**src/rtl/oled_init_seq.sv**
```systemverilog
// SSD1306 init byte streamer feeding the i2c master handshake.
// Optional watchdog: define SEQ_TIMEOUT_EN to enable it.
`timescale 1ns/1ps
module oled_init_seq #(
   parameter int NUM_BYTES = 27,
   parameter int IDX_W     = 5
`ifdef SEQ_TIMEOUT_EN
   ,
   parameter int TIMEOUT_CYCLES = 4096
`endif
) (
   input  logic       clock,
   input  logic       reset_n,
   input  logic       start,
   input  logic       next,
   input  logic       trouble,
   output logic       enable,
   output logic [7:0] command,
   output logic       ack,
   output logic       busy,
   output logic       done,
   output logic       error
);

   typedef enum logic [2:0] {
      S_IDLE,
      S_WAIT,
      S_HOLD,
      S_DONE,
      S_FAULT
   } state_t;

   localparam logic [IDX_W-1:0] LAST = IDX_W'(NUM_BYTES - 1);

   state_t           state;
   state_t           state_nxt;
   logic [IDX_W-1:0] idx;
   logic [IDX_W-1:0] idx_nxt;
   logic [7:0]       command_nxt;
   logic             enable_nxt;
   logic             ack_nxt;
   logic             busy_nxt;
   logic             done_nxt;
   logic             error_nxt;
   logic             next_q;
   logic             next_rise;
   logic             timeout;
   logic             active;

   function automatic logic [7:0] rom(input logic [IDX_W-1:0] i);
      case (int'(i))
         0:       rom = 8'h78;
         1:       rom = 8'h00;
         2:       rom = 8'hAE;
         3:       rom = 8'hD5;
         4:       rom = 8'h80;
         5:       rom = 8'hA8;
         6:       rom = 8'h3F;
         7:       rom = 8'hD3;
         8:       rom = 8'h00;
         9:       rom = 8'h40;
         10:      rom = 8'h8D;
         11:      rom = 8'h14;
         12:      rom = 8'h20;
         13:      rom = 8'h00;
         14:      rom = 8'hA1;
         15:      rom = 8'hC8;
         16:      rom = 8'hDA;
         17:      rom = 8'h12;
         18:      rom = 8'h81;
         19:      rom = 8'hCF;
         20:      rom = 8'hD9;
         21:      rom = 8'hF1;
         22:      rom = 8'hDB;
         23:      rom = 8'h40;
         24:      rom = 8'hA4;
         25:      rom = 8'hA6;
         26:      rom = 8'hAF;
         default: rom = 8'h00;
      endcase
   endfunction

   assign active    = (state == S_WAIT) || (state == S_HOLD);
   assign next_rise = next && !next_q;

`ifdef SEQ_TIMEOUT_EN
   localparam logic [11:0] WD_LAST = 12'(TIMEOUT_CYCLES - 1);
   logic [11:0] wd;

   // Watchdog restarts on every state change, counts while waiting.
   always_ff @(posedge clock or negedge reset_n) begin
      if (!reset_n)
         wd <= '0;
      else if (!active || state_nxt != state)
         wd <= '0;
      else
         wd <= wd + 12'd1;
   end

   assign timeout = active && (wd == WD_LAST);
`else
   assign timeout = 1'b0;
`endif

   // State and registered outputs; next_q tracks the previous next level.
   always_ff @(posedge clock or negedge reset_n) begin
      if (!reset_n) begin
         state   <= S_IDLE;
         idx     <= '0;
         command <= 8'h00;
         enable  <= 1'b0;
         ack     <= 1'b0;
         busy    <= 1'b0;
         done    <= 1'b0;
         error   <= 1'b0;
         next_q  <= 1'b0;
      end else begin
         state   <= state_nxt;
         idx     <= idx_nxt;
         command <= command_nxt;
         enable  <= enable_nxt;
         ack     <= ack_nxt;
         busy    <= busy_nxt;
         done    <= done_nxt;
         error   <= error_nxt;
         next_q  <= next;
      end
   end

   // Next-state and output decode; a fault outranks a next edge.
   always_comb begin
      state_nxt   = state;
      idx_nxt     = idx;
      command_nxt = command;
      enable_nxt  = enable;
      ack_nxt     = ack;
      busy_nxt    = busy;
      done_nxt    = 1'b0;
      error_nxt   = error;
      unique case (state)
         S_IDLE, S_DONE, S_FAULT: begin
            if (start) begin
               state_nxt   = S_WAIT;
               idx_nxt     = '0;
               command_nxt = rom('0);
               enable_nxt  = 1'b1;
               ack_nxt     = 1'b0;
               busy_nxt    = 1'b1;
               error_nxt   = 1'b0;
            end
         end
         S_WAIT: begin
            if (trouble || timeout) begin
               state_nxt  = S_FAULT;
               enable_nxt = 1'b0;
               ack_nxt    = 1'b0;
               busy_nxt   = 1'b0;
               error_nxt  = 1'b1;
            end else if (next_rise) begin
               if (idx == LAST) begin
                  state_nxt  = S_DONE;
                  enable_nxt = 1'b0;
                  busy_nxt   = 1'b0;
                  done_nxt   = 1'b1;
               end else begin
                  state_nxt   = S_HOLD;
                  idx_nxt     = idx + IDX_W'(1);
                  command_nxt = rom(idx + IDX_W'(1));
                  ack_nxt     = 1'b1;
               end
            end
         end
         S_HOLD: begin
            if (trouble || timeout) begin
               state_nxt  = S_FAULT;
               enable_nxt = 1'b0;
               ack_nxt    = 1'b0;
               busy_nxt   = 1'b0;
               error_nxt  = 1'b1;
            end else if (!next) begin
               state_nxt = S_WAIT;
               ack_nxt   = 1'b0;
            end
         end
         default: state_nxt = S_IDLE;
      endcase
   end

endmodule

```
**config.mk**
```make
export PLATFORM = sky130hd
export DESIGN_NAME = oled_init_seq
export DESIGN_NICKNAME = d
export VERILOG_FILES = /design/src/rtl/oled_init_seq.sv
export SDC_FILE = /design/constraint.sdc
export NUM_CORES = 1
export LEC_CHECK = 0
export CAP_MARGIN = 20
export CORE_ASPECT_RATIO = 0.5
export CORE_MARGIN = 4
export CORE_UTILIZATION = 45
export CTS_CLUSTER_SIZE = 14
export DETAILED_ROUTE_END_ITERATION = 7
export PLACE_DENSITY = 0.62
export SKIP_LAST_GASP = 1
export SLEW_MARGIN = 20
export SYNTH_ARGS = -nofsm -noshare
export SYNTH_HDL_FRONTEND = slang
export SYNTH_SLANG_ARGS = --single-unit
```
**constraint.sdc**
```tcl
create_clock -name clock -period 2.9 [get_ports clock]
set_input_delay 0.725 -clock clock [delete_from_list [all_inputs] [get_ports clock]]
set_output_delay 0.725 -clock clock [all_outputs]
set_load 0.03 [all_outputs]
```
## Yosys cells after proc, flatten, opt, wreduce, memory -nomap -nowiden

Memory sizes are Yosys's and may differ from the RTL's.
Index checks and enable logic that the tools add are counted.

| storage, ports and cells | value |
|---|---|
| memories kept | 1 |
| bits in registers | 21 |
| bits in read-only memories | 256 |
| word-level logic and storage cells | 74 |
| input port bits | 5 |

| operators by class | value |
|---|---|
| equal/unequal tests | 15 |
| reduce and logical (&&, ||, !) cells | 13 |
| add/sub/neg operators | 1 |
| multiplexer cells | 36 |

Memories:

| name | depth | bits a word | rd ports | clocked after Yosys merged registers in | write ports | line | RTL |
|---|---|---|---|---|---|---|---|
| (name not given) | 32 | 8 | 1 | 0 | 0 | 51 | `case (int'(i))` |

Operators with widths:

| kind | count |
|---|---|
| $mux W8 | 4 |
| $mux W5 | 4 |
| $mux W1 | 17 |
| $pmux W8 S2 | 1 |
| $mux W3 | 5 |
| $reduce_and A5 Y1 | 3 |
| $ne A2 B2 Y1 const B | 5 |
| $pmux W5 S2 | 1 |
| $ne A3 B3 Y1 const B | 3 |
| $pmux W3 S3 | 1 |
| $eq A3 B2 Y1 const B | 2 |
| $pmux W1 S3 | 2 |
| $reduce_and A3 Y1 | 2 |
| $add A5 B1 Y5 const B | 1 |
| $eq A5 B5 Y1 const B | 1 |
| $reduce_bool A2 Y1 | 2 |
| $eq A3 B1 Y1 const B | 1 |
| $eq A3 B3 Y1 const B | 1 |
| $logic_not A3 Y1 | 1 |
| $ne A3 B2 Y1 const B | 1 |
| $reduce_bool A3 Y1 | 1 |
| $reduce_or A3 Y1 | 1 |
| $ne A2 B1 Y1 const B | 1 |
| $pmux W1 S2 | 1 |
| 3 further kinds | 3 |

## Depth between registers and ports, before layout

An unclocked memory read counts as a cell.

| logic depth | value |
|---|---|
| depth in word-level cells | 6 |
| gate-level depth with buffers | 9 |

## Worst setup path before layout

No wires, ideal clock.

| timing | value |
|---|---|
| path kind | register -> register |
| from | register idx[1] |
| to | register command[7] |
| path buffers | 2 |
| stages on the path, launching flop included | 9 |
| clock period less this slack | 2304 ps |
| library setup time | 122 ps |
| path slack | 596 ps |
| data required time | 2778 ps |
| arrival time | 2183 ps |
| cells stage by stage | dfrtp_1 -> clkbuf_1 -> inv_1 -> ha_1 -> clkbuf_1 -> nand2_1 -> nor2_1 -> or4_1 -> a32o_1 |

| between the ends | value |
|---|---|
| longest elaborated chain between the ends | 6 |

Ends and longest elaborated chain:

| what | line | RTL |
|---|---|---|
| start: declaration | 37 | `logic [IDX_W-1:0] idx;` |
| start signal: assignment | 119 | `idx <= idx_nxt;` |
| $add A5 B1 Y5 | 168 | `command_nxt = rom(idx + IDX_W'(1));` |
| $mem_v2 Z32 W8 | -- |  |
| $mux W8 | 160 | `if (idx == LAST) begin` |
| $mux W8 | 159 | `end else if (next_rise) begin` |
| $mux W8 | 153 | `if (trouble \|\| timeout) begin` |
| $pmux W8 S2 | 140 | `unique case (state)` |
| end signal: assignment | 120 | `command <= command_nxt;` |
| end: declaration | 18 | `output logic [7:0] command,` |

Several ways; a longest one is shown, not always the timed one. The select of a mux whose other input is x is not followed.
A chain may end at the register's enable or synchronous reset.

## Worst setup path after layout

| timing | value |
|---|---|
| from | register idx[0] |
| to | register command[7] |

The elaborated chain is that of the path after synthesis.

==> metrics.txt <==
# TYPE chip_impl_metric gauge
chip_impl_info{name="status",value="complete, no violations"} 1
chip_impl_info{name="cp-end-kind",value="flop"} 1
chip_impl_metric{name="crit_path_max_incr_delay",unit="ps"} 540
chip_impl_metric{name="syn-cell-area",unit="sq um"} 1820
chip_impl_metric{name="final.setup_skew",unit="ps"} 6.46
chip_impl_info{name="synth-main-ff-cell",value="sky130_fd_sc_hd__dfrtp_1"} 1
chip_impl_metric{name="antenna_violations_before_repair",unit=""} 0
chip_impl_metric{name="place.port_buffers",unit=""} 17
chip_impl_metric{name="cts.clk_slew.worst_paths",unit="ps"} 80
chip_impl_info{name="timing.critical_path.slowest_stage_cell",value="sky130_fd_sc_hd__or4_1"} 1
chip_impl_metric{name="wire_length_of_the_first_global_routing_pass",unit="mm"} 8.02
chip_impl_metric{name="final.min_clock_period",unit="ps"} 2310
chip_impl_metric{name="number_of_drc_violations_after_detailed_routing_iteration_0",unit=""} 100
chip_impl_metric{name="final_slew_violations",unit=""} 0
chip_impl_metric{name="cts-buffers-inserted",unit=""} 3
chip_impl_metric{name="wl",unit="mm"} 4.75
chip_impl_metric{name="clk_latency",unit="ps"} 260
chip_impl_metric{name="postSynthCellCount",unit=""} 222
chip_impl_metric{name="chipHeight",unit="um"} 52.9
chip_impl_metric{name="cp.buffers_inverters",unit=""} 1
chip_impl_metric{name="gp_routability_congestion",unit=""} 0.855
chip_impl_metric{name="yosys_reg_bits",unit=""} 21
chip_impl_metric{name="post_cts_hold_buffer_count",unit=""} 0
chip_impl_metric{name="drive_above_1_share",unit=""} 0.0936
chip_impl_info{name="layout.cells.most_common",value="sky130_fd_sc_hd__nand2_1"} 1
chip_impl_metric{name="postSynth.asyncResetShare",unit=""} 1.00
chip_impl_metric{name="cts.htree.levels",unit=""} 1
chip_impl_metric{name="initial_utilization",unit=""} 0.496
chip_impl_info{name="grt_setup_unrepaired",value="no"} 1
chip_impl_info{name="setup.worst_path.class",value="flop to flop"} 1
chip_impl_metric{name="fill_cells",unit=""} 352
chip_impl_metric{name="first_global_vias",unit=""} 1597
chip_impl_metric{name="detailroute.via_count",unit=""} 1712
chip_impl_metric{name="dp_worst_setup_slack",unit="ps"} 348
chip_impl_metric{name="detail-route-antenna-nets",unit=""} 0
chip_impl_metric{name="cts.sinks",unit=""} 21
chip_impl_metric{name="grt_remaining_overflow",unit=""} 0
chip_impl_metric{name="arrival",unit="ps"} 2470
chip_impl_metric{name="power.density",unit="nW/um^2"} 754
chip_impl_metric{name="cp.required",unit="ps"} 3060
chip_impl_metric{name="grt_util_all_layers",unit=""} 0.196
chip_impl_metric{name="crit_path_max_fanout",unit=""} 14
chip_impl_info{name="crit_chain",value="ha_1 > nand3_1 > xnor2_1 > buf_4 > or4_1 > a32o_1"} 1
chip_impl_metric{name="syn_area_per_cell",unit="sq um"} 8.18
chip_impl_metric{name="cts_resized",unit=""} 0
chip_impl_metric{name="synthesis.yosys.warnings",unit=""} 0
chip_impl_metric{name="fin_hold_ws",unit="ps"} 507
chip_impl_metric{name="flow.area_growth_from_synthesis",unit="%"} 15.2
chip_impl_metric{name="worst_ir_drop_vdd",unit="mV"} 0.411
chip_impl_metric{name="routed_via_density",unit=""} 5.99
chip_impl_metric{name="fmax",unit="MHz"} 433
chip_impl_info{name="critical_path.top_delay_family",value="simple AND/OR/NAND/NOR gates"} 1
chip_impl_metric{name="rows",unit=""} 15
chip_impl_info{name="cts_tree",value="built"} 1
chip_impl_metric{name="worst_pin_slew",unit="ps"} 684
chip_impl_info{name="worst_setup_path_start_kind",value="flop"} 1
chip_impl_metric{name="postCtsSetupRepairBufs",unit=""} 0
chip_impl_metric{name="core-area",unit="sq um"} 3660
chip_impl_metric{name="slew-limit-headroom",unit=""} 0.541
chip_impl_metric{name="layout_worst_path_cycle_share",unit=""} 0.797
chip_impl_metric{name="postLayoutCoreUtil",unit=""} 0.572
chip_impl_metric{name="multi_input_gate_area_in_the_final_layout",unit="sq um"} 1180
chip_impl_metric{name="layout.area.seq",unit="sq um"} 526
chip_impl_metric{name="drt_pass1_iterations",unit=""} 4
chip_impl_metric{name="drc_errors",unit=""} 0
chip_impl_metric{name="report.final.hold_viol_count",unit=""} 0
chip_impl_metric{name="finish.net_count",unit=""} 247
chip_impl_metric{name="route.detailed.wl_per_inst",unit="um"} 16.6
chip_impl_metric{name="leakage",unit="nW"} 0.791
chip_impl_metric{name="die_area",unit="sq um"} 5180
chip_impl_metric{name="maxCapViolCount",unit=""} 0
chip_impl_metric{name="io_pins",unit=""} 18
chip_impl_info{name="hp-class",value="flop to flop"} 1
chip_impl_metric{name="synth.distinct_cells",unit=""} 60
chip_impl_info{name="mostFrequentLayoutCells",value="sky130_fd_sc_hd__nand2_1, sky130_fd_sc_hd__dfrtp_1, sky130_fd_sc_hd__a21oi_1"} 1
chip_impl_metric{name="detailed_place_hpwl",unit="mm"} 3.44
chip_impl_metric{name="grt_start_max_net_pins",unit=""} 22
chip_impl_metric{name="setup-tns-final",unit="ps"} 0
chip_impl_metric{name="setup_viol",unit=""} 0
chip_impl_metric{name="post_synth_edffs",unit=""} 0
chip_impl_info{name="root_buffer",value="sky130_fd_sc_hd__clkbuf_8"} 1
chip_impl_metric{name="die_width",unit="um"} 97.9
chip_impl_metric{name="ys_seq_area_frac",unit=""} 0.289
chip_impl_metric{name="diode_count",unit=""} 0
chip_impl_metric{name="synthesis.nets",unit=""} 233
chip_impl_metric{name="cts.path.max_buffers",unit=""} 2
chip_impl_metric{name="timing.final.ws_setup",unit="ps"} 589
worst reg2reg max path: stages, from the launching register on:
cell and delay [ps]:
sky130_fd_sc_hd__dfrtp_1 350, sky130_fd_sc_hd__ha_1 490, sky130_fd_sc_hd__nand3_1 210, sky130_fd_sc_hd__xnor2_1 170, sky130_fd_sc_hd__buf_4 180, sky130_fd_sc_hd__or4_1 540
sky130_fd_sc_hd__a32o_1 270
sequential cells by signal (all words and copies together) (netlist names):
| name | flops |
|---|---|
| ack | 1 |
| busy | 1 |
| command | 8 |
| done | 1 |
| error | 1 |
| idx | 5 |
| next_q | 1 |
| state | 3 |
cells in the mapped netlist (2+ instances only):
library cell / instances / area (sq um)
sky130_fd_sc_hd__nand3_1: 7 / 35.0
sky130_fd_sc_hd__and3b_1: 2 / 17.5
sky130_fd_sc_hd__buf_2: 6 / 30.0
sky130_fd_sc_hd__nor4b_1: 2 / 17.5
sky130_fd_sc_hd__nor2b_1: 6 / 37.5
sky130_fd_sc_hd__a31oi_1: 5 / 31.3
sky130_fd_sc_hd__a311oi_1: 2 / 17.5
sky130_fd_sc_hd__nor2_1: 16 / 60.1
sky130_fd_sc_hd__nand3b_1: 6 / 45.0
sky130_fd_sc_hd__nand2b_1: 6 / 37.5
sky130_fd_sc_hd__o31ai_1: 5 / 37.5
sky130_fd_sc_hd__xnor2_1: 2 / 17.5
sky130_fd_sc_hd__o21ai_1: 5 / 25.0
sky130_fd_sc_hd__mux2i_1: 3 / 30.0
sky130_fd_sc_hd__dfrtp_1: 21 / 526
sky130_fd_sc_hd__xor2_1: 3 / 26.3
sky130_fd_sc_hd__o2bb2ai_1: 2 / 17.5
sky130_fd_sc_hd__a32oi_1: 3 / 26.3
sky130_fd_sc_hd__nand2_1: 24 / 90.1
sky130_fd_sc_hd__a21oi_1: 19 / 95.1
sky130_fd_sc_hd__o211ai_1: 2 / 15.0
sky130_fd_sc_hd__inv_1: 5 / 18.8
sky130_fd_sc_hd__clkbuf_1: 10 / 37.5
sky130_fd_sc_hd__nor3_1: 7 / 35.0
sky130_fd_sc_hd__buf_4: 2 / 15.0
sky130_fd_sc_hd__xnor2_2: 2 / 32.5
sky130_fd_sc_hd__ha_1: 6 / 75.1
sky130_fd_sc_hd__o21ai_0: 11 / 55.1
routing by layer:
| metal | GRT usage | part of all wire |
|---|---|---|
| met4 | 0.0299 | 0.0051 |
| met3 | 0.0461 | 0.065 |
| met5 | 0 | 0 |
| met1 | 0.276 | 0.51 |
| met2 | 0.311 | 0.42 |
where the power goes:
part	internal [mW]	switching, mW	leakage, nW
clock	0.0981	0.102	0.0228
combinational	0.368	0.568	0.504
sequential	0.365	0.0756	0.264
total	0.831	0.746	0.791
cell type report:
| cell class | instances | area share |
|---|---|---|
| inverters | 6 | 0.0108 |
| multi-input cells | 176 | 0.565 |
| clock buffers | 4 | 0.0215 |
| flip-flops and latches | 21 | 0.251 |
| repair buffers | 28 | 0.121 |
| well taps | 51 | 0.0305 |
worst paths after layout:
path                                     from                      to  slack [ps]  cells past startpoint
max                        idx[0]$_DFFE_PN0P_  command[7]$_DFFE_PN0P_         590                      6
min                         error$_DFFE_PN0P_       error$_DFFE_PN0P_         510                      1
max reg2reg                idx[0]$_DFFE_PN0P_  command[7]$_DFFE_PN0P_         590                      6
min reg2reg                 error$_DFFE_PN0P_       error$_DFFE_PN0P_         510                      1
max in group asynchronous             reset_n         ack$_DFFE_PN0P_        1880                      2
min in group asynchronous             reset_n      idx[2]$_DFFE_PN0P_         800                      2
stage by stage:
step | total power, mW | std cells | cell area [sq um]
2_1_floorplan | 1.09 | 222 | 1820
3_3_place_gp | 1.37 | 282 | 2050
3_5_place_dp | 1.38 | 282 | 2050
4_1_cts | 1.58 | 286 | 2090
5_1_grt | 1.70 | 286 | 2090
6_report | 1.58 | 286 | 2090
cells by family (layout without fill, tap and decap cells):
group / Yosys count / count (layout) / synth area share
and+or+nand+nor: 85 / 85 / 0.259
AOI/OAI and AO/OA: 74 / 74 / 0.277
buffers and inverters: 25 / 38 / 0.0599
DFF: 21 / 21 / 0.289
xor gates and xnor gates: 8 / 8 / 0.0572
adders and majority gates: 6 / 6 / 0.0413
muxes: 3 / 3 / 0.0165
No activity file was read; power rests on OpenSTA's default activity.
